`src/rtl/stream_pkg.sv`:
```
// Shared helpers for the stream_join / stream_fork family.
// Keeps the flattened-bus width arithmetic in one place so both blocks agree.
package stream_pkg;

  // Width of a flattened bus carrying num_beats beats of beat_wd bits each.
  function automatic int bus_wd(input int beat_wd, input int num_beats);
    return beat_wd * num_beats;
  endfunction

  // Width of the joined {b,a} word produced by stream_join.
  function automatic int joined_wd(input int beat_wd);
    return 2 * beat_wd;
  endfunction

endpackage

```
`src/rtl/stream_fork.sv`:
```
// Eager broadcast fork: one valid/ready input beat is offered to NUM_OUT consumers,
// each takes it once in any order, and the input retires when all have taken it.
module stream_fork
  import stream_pkg::*;
#(
  parameter int DATA_WD  = 8,
  parameter int NUM_OUT  = 2,
  parameter bit HAS_LAST = 1'b0
) (
  input  logic                                clk,
  input  logic                                rstn,
  input  logic [DATA_WD-1:0]                  i_data,
  input  logic                                i_valid,
  input  logic                                i_last,
  output logic                                i_ready,
  output logic [bus_wd(DATA_WD, NUM_OUT)-1:0] o_data,
  output logic [NUM_OUT-1:0]                  o_valid,
  output logic [NUM_OUT-1:0]                  o_last,
  input  logic [NUM_OUT-1:0]                  o_ready
);

  logic [NUM_OUT-1:0] served;
  logic [NUM_OUT-1:0] served_nxt;
  logic [NUM_OUT-1:0] fire;

  // Data and sideband are pure fan-out: no storage, zero latency.
  assign o_data = {NUM_OUT{i_data}};
  assign o_last = HAS_LAST ? {NUM_OUT{i_last}} : '0;

  // An output already served for this beat must not see it again.
  assign o_valid = {NUM_OUT{i_valid}} & ~served;
  assign fire    = o_valid & o_ready;

  // Retire once every output has either taken the beat earlier or takes it now.
  assign i_ready = i_valid & (&(served | fire));

  always_comb begin
    served_nxt = served | fire;
    if (i_ready) begin
      served_nxt = '0;
    end
  end

  // Served-flag register; reset acts as a flush so a held beat is re-offered to all.
  always_ff @(posedge clk or negedge rstn) begin
    if (!rstn) begin
      served <= '0;
    end else begin
      served <= served_nxt;
    end
  end

endmodule

```
`config.mk`:
```
export PLATFORM = sky130hd
export DESIGN_NAME = stream_fork
export DESIGN_NICKNAME = d
export VERILOG_FILES = /design/src/rtl/stream_pkg.sv /design/src/rtl/stream_fork.sv
export SDC_FILE = /design/constraint.sdc
export NUM_CORES = 1
export LEC_CHECK = 0
export BUFFER_PORTS_ARGS = -buffer_cell sky130_fd_sc_hd__clkbuf_2
export CORE_AREA = 2 2 39 41
export CTS_CLUSTER_SIZE = 12
export DETAILED_ROUTE_END_ITERATION = 7
export DIE_AREA = 0 0 41 43
export GPL_TIMING_DRIVEN = 0
export PLACE_DENSITY_LB_ADDON = 0.1
export SLEW_MARGIN = 20
export SYNTH_ARGS = -nofsm -noshare
export SYNTH_HDL_FRONTEND = slang
export SYNTH_SLANG_ARGS = --single-unit
```
`constraint.sdc`:
```
create_clock -name clk -period 1.2 [get_ports clk]
set_input_delay 0.36 -clock clk [delete_from_list [all_inputs] [get_ports clk]]
set_output_delay 0.36 -clock clk [all_outputs]
set_load 0.1 [all_outputs]
```
==> impl_results.md <==
- Count leader, synth: buf_4
- Antenna diodes: 0
- Critical Path RT: 0.84 ns
- Clk_lat worst skew: 0.22 ns
- Final setup viols: 3
- Seq/Total Area, Yosys: 0.207
- Routed WL: 594 um
- Warnings, synthesis: 0
- Multi-input logic area: 82.6 um2
- Post-synth top cells: buf_4 (18), o21a_1 (3)
- Pwr dens: 1330 nW/um2
- CP max-delay cell: dfrtp_1
- Max-slew violation count: 0
- Max-cap violation count: 0
- Fill cell count: 138
- Sequence of cells on the critical path: o21a_1 > o21a_4 > clkbuf_16
- Drt drc: 0
- Die area: 1760 um2
- CTS tree: done
- Chip height: 43 um
- Max Fclk: 682 MHz
- Fin worst setup slack: -0.266 ns
- Pre-CTS setup slack: -0.389 ns
- Die W: 41 um
- Critical Path Sink Type: output port
- Ports: 35
- Hold Vio Cnt, Final: 0
- Initial Util: 0.175
- Design Power: 0.734 mW
- Sink Count: 2
- Status: finished with violations
- Synthesis-stage register bit count: 2
- Cts bufs inserted: 3
- Clock Tree Root: clkbuf_4
- Global Route Usage Sum: 0.0803
- Count of flip-flops with a built-in enable after synthesis: 0
- Synth Area in Compound Gates: 0.135
- FFs w/ async S/R, synth: 1.00
- Setup TNS: -0.619 ns
- Initial antenna violation count: 0
- Max reg flops: 2
- Syn Std Cell Area: 241 um2
- First-pass GRT wire length: 903 um
- Hold Crit Class: input pin to register
- Leading post-synthesis cells by cell area: buf_4 (56%), dfrtp_1 (21%), o21a_1 (9.3%)
- Average wire per standard cell: 7.82 um
- Synth-to-layout area growth: 128%
- Mapped Cells: 30
- GPL Wtd Cong: 0.570
- Drt pass-1 iters: 2
- Final nets: 76
- Failing checks: negative setup slack
- Avg Cell Area, Syn: 8.05 um2
- Main combinational cell family by area after synthesis: buffers and inverters
- Post-synthesis adder-cell area fraction: 0
- Routed via count: 271
- Most used DFF post-synth: dfrtp_1
- Fin Hold WS: 0.434 ns
- Leakage: 0.302 nW
- Biggest register: served
- Multiplexer share of the synthesized area: 0
- RSZ-0062 raised after global routing: true
- Crit path DAT: 1.11 ns
- CP peak stage delay: 0.37 ns
- Register area: 51.3 um2
- Unique masters post-synth: 7
- Pin count of the biggest net entering global routing: 7
- Critical path class: register to output port
- Placement Rows: 14
- Placeable Area: 1380 um2
- Starting DRT DRC Count: 5
- Post-synthesis xor/xnor area fraction: 0
- Synth top area share: 0.560
- Final core occ: 0.399
- Bufs on Longest Clock Path: 2
- Layout cell share with drive strength beyond 1: 0.833
- Largest area contributor in the netlist: buf_4
- DR vias/cell: 3.57
- VDD IR-drop max: 601 uV
- Final Skew: 0.00205 ns
- GRT Residual Overflow: 0
- Simple-Gate Fraction of Synth Area: 0.0829
- Clock slew at reported path FFs: 0.03 ns
- Number of global-route vias before repair: 254
- IO Port Bufs: 23
- Post-DP HPWL: 462 um
- H-Tree Level Count: 1
- Biggest regs: served x2
- Worst-path maximum fanout: 2
- Final worst path period share: 1.22
- CP Launch Type: register
- Antenna Violating Nets Remaining: 0
- Min Tclk post-route: 1.47 ns
## power by group
group	switching (mW)	internal [mW]
Sequential	0.00912	0.0774
Clock	0.0360	0.110
Combinational	0.354	0.148
Total	0.399	0.335
## kinds of logic (layout without fill, tap and decap cells)
family	count (synthesis)	after routing
buffers and inverters	18	47
AOI/OAI and AO/OA	5	5
and+or+nand+nor	4	4
DFF	2	2
other	1	2
## through the flow
step | std cells | cell area [um2]
2_1_floorplan | 31 | 268
4_1_cts | 76 | 552
6_report | 76 | 552
5_1_grt | 76 | 552
3_3_place_gp | 70 | 403
3_5_place_dp | 70 | 403
## cells in the final DEF (no fill, tap or decap)
cell type      instances
a21oi_1                2
buf_4                 20
clkbuf_16              3
clkbuf_2               4
clkbuf_4              19
conb_1                 2
dfrtp_1                1
dfrtp_2                1
dlygate4sd3_1          1
nor2_1                 2
nor2b_4                2
o21a_1                 2
o21a_4                 1
## per-layer routing
metal	track usage	vias up	part of all wire
li1	-	135	-
met1	0.0740	116	0.38
met2	0.122	20	0.49
met3	0.0471	0	0.13
met4	0.0600	0	0
met5	0	-	0
## critical path: cells and delay by family (launching register included)
kind | cells | cell delay, ns
buffers and inverters | 1 | 0.19
DFF | 1 | 0.37
AOI/OAI and AO/OA | 2 | 0.32
## timing repair
item / 4_1_cts / 5_1_grt
buffers inserted: 2 / 0
hold endpoints to repair: 2 / 0
hold buffers: 1 / 0
gates resized for setup: 26 / 0
setup endpoints to repair: 19 / 3
## worst paths after layout
check / depth (start not counted) / end / start / slack (ns)
max reg2reg: 3 / served[0] / served[1] / 0.30
max: 3 / i_ready / served[0] / -0.27
max in group asynchronous: 2 / served[1] / rstn / 0.64
min reg2reg: 2 / served[1] / served[0] / 0.60
min in group asynchronous: 2 / served[0] / rstn / 0.45
min: 3 / served[0] / o_ready[0] / 0.43
## area by class of cell
| cell class | instances | share of cell area |
|---|---|---|
| Buffer | 18 | 0.245 |
| Tap cell | 16 | 0.0363 |
| Sequential cell | 2 | 0.0930 |
| Multi-Input combinational cell | 11 | 0.150 |
| Timing Repair Buffer | 26 | 0.435 |
| Clock buffer | 3 | 0.0408 |
No activity file was read; power rests on OpenSTA's default activity.
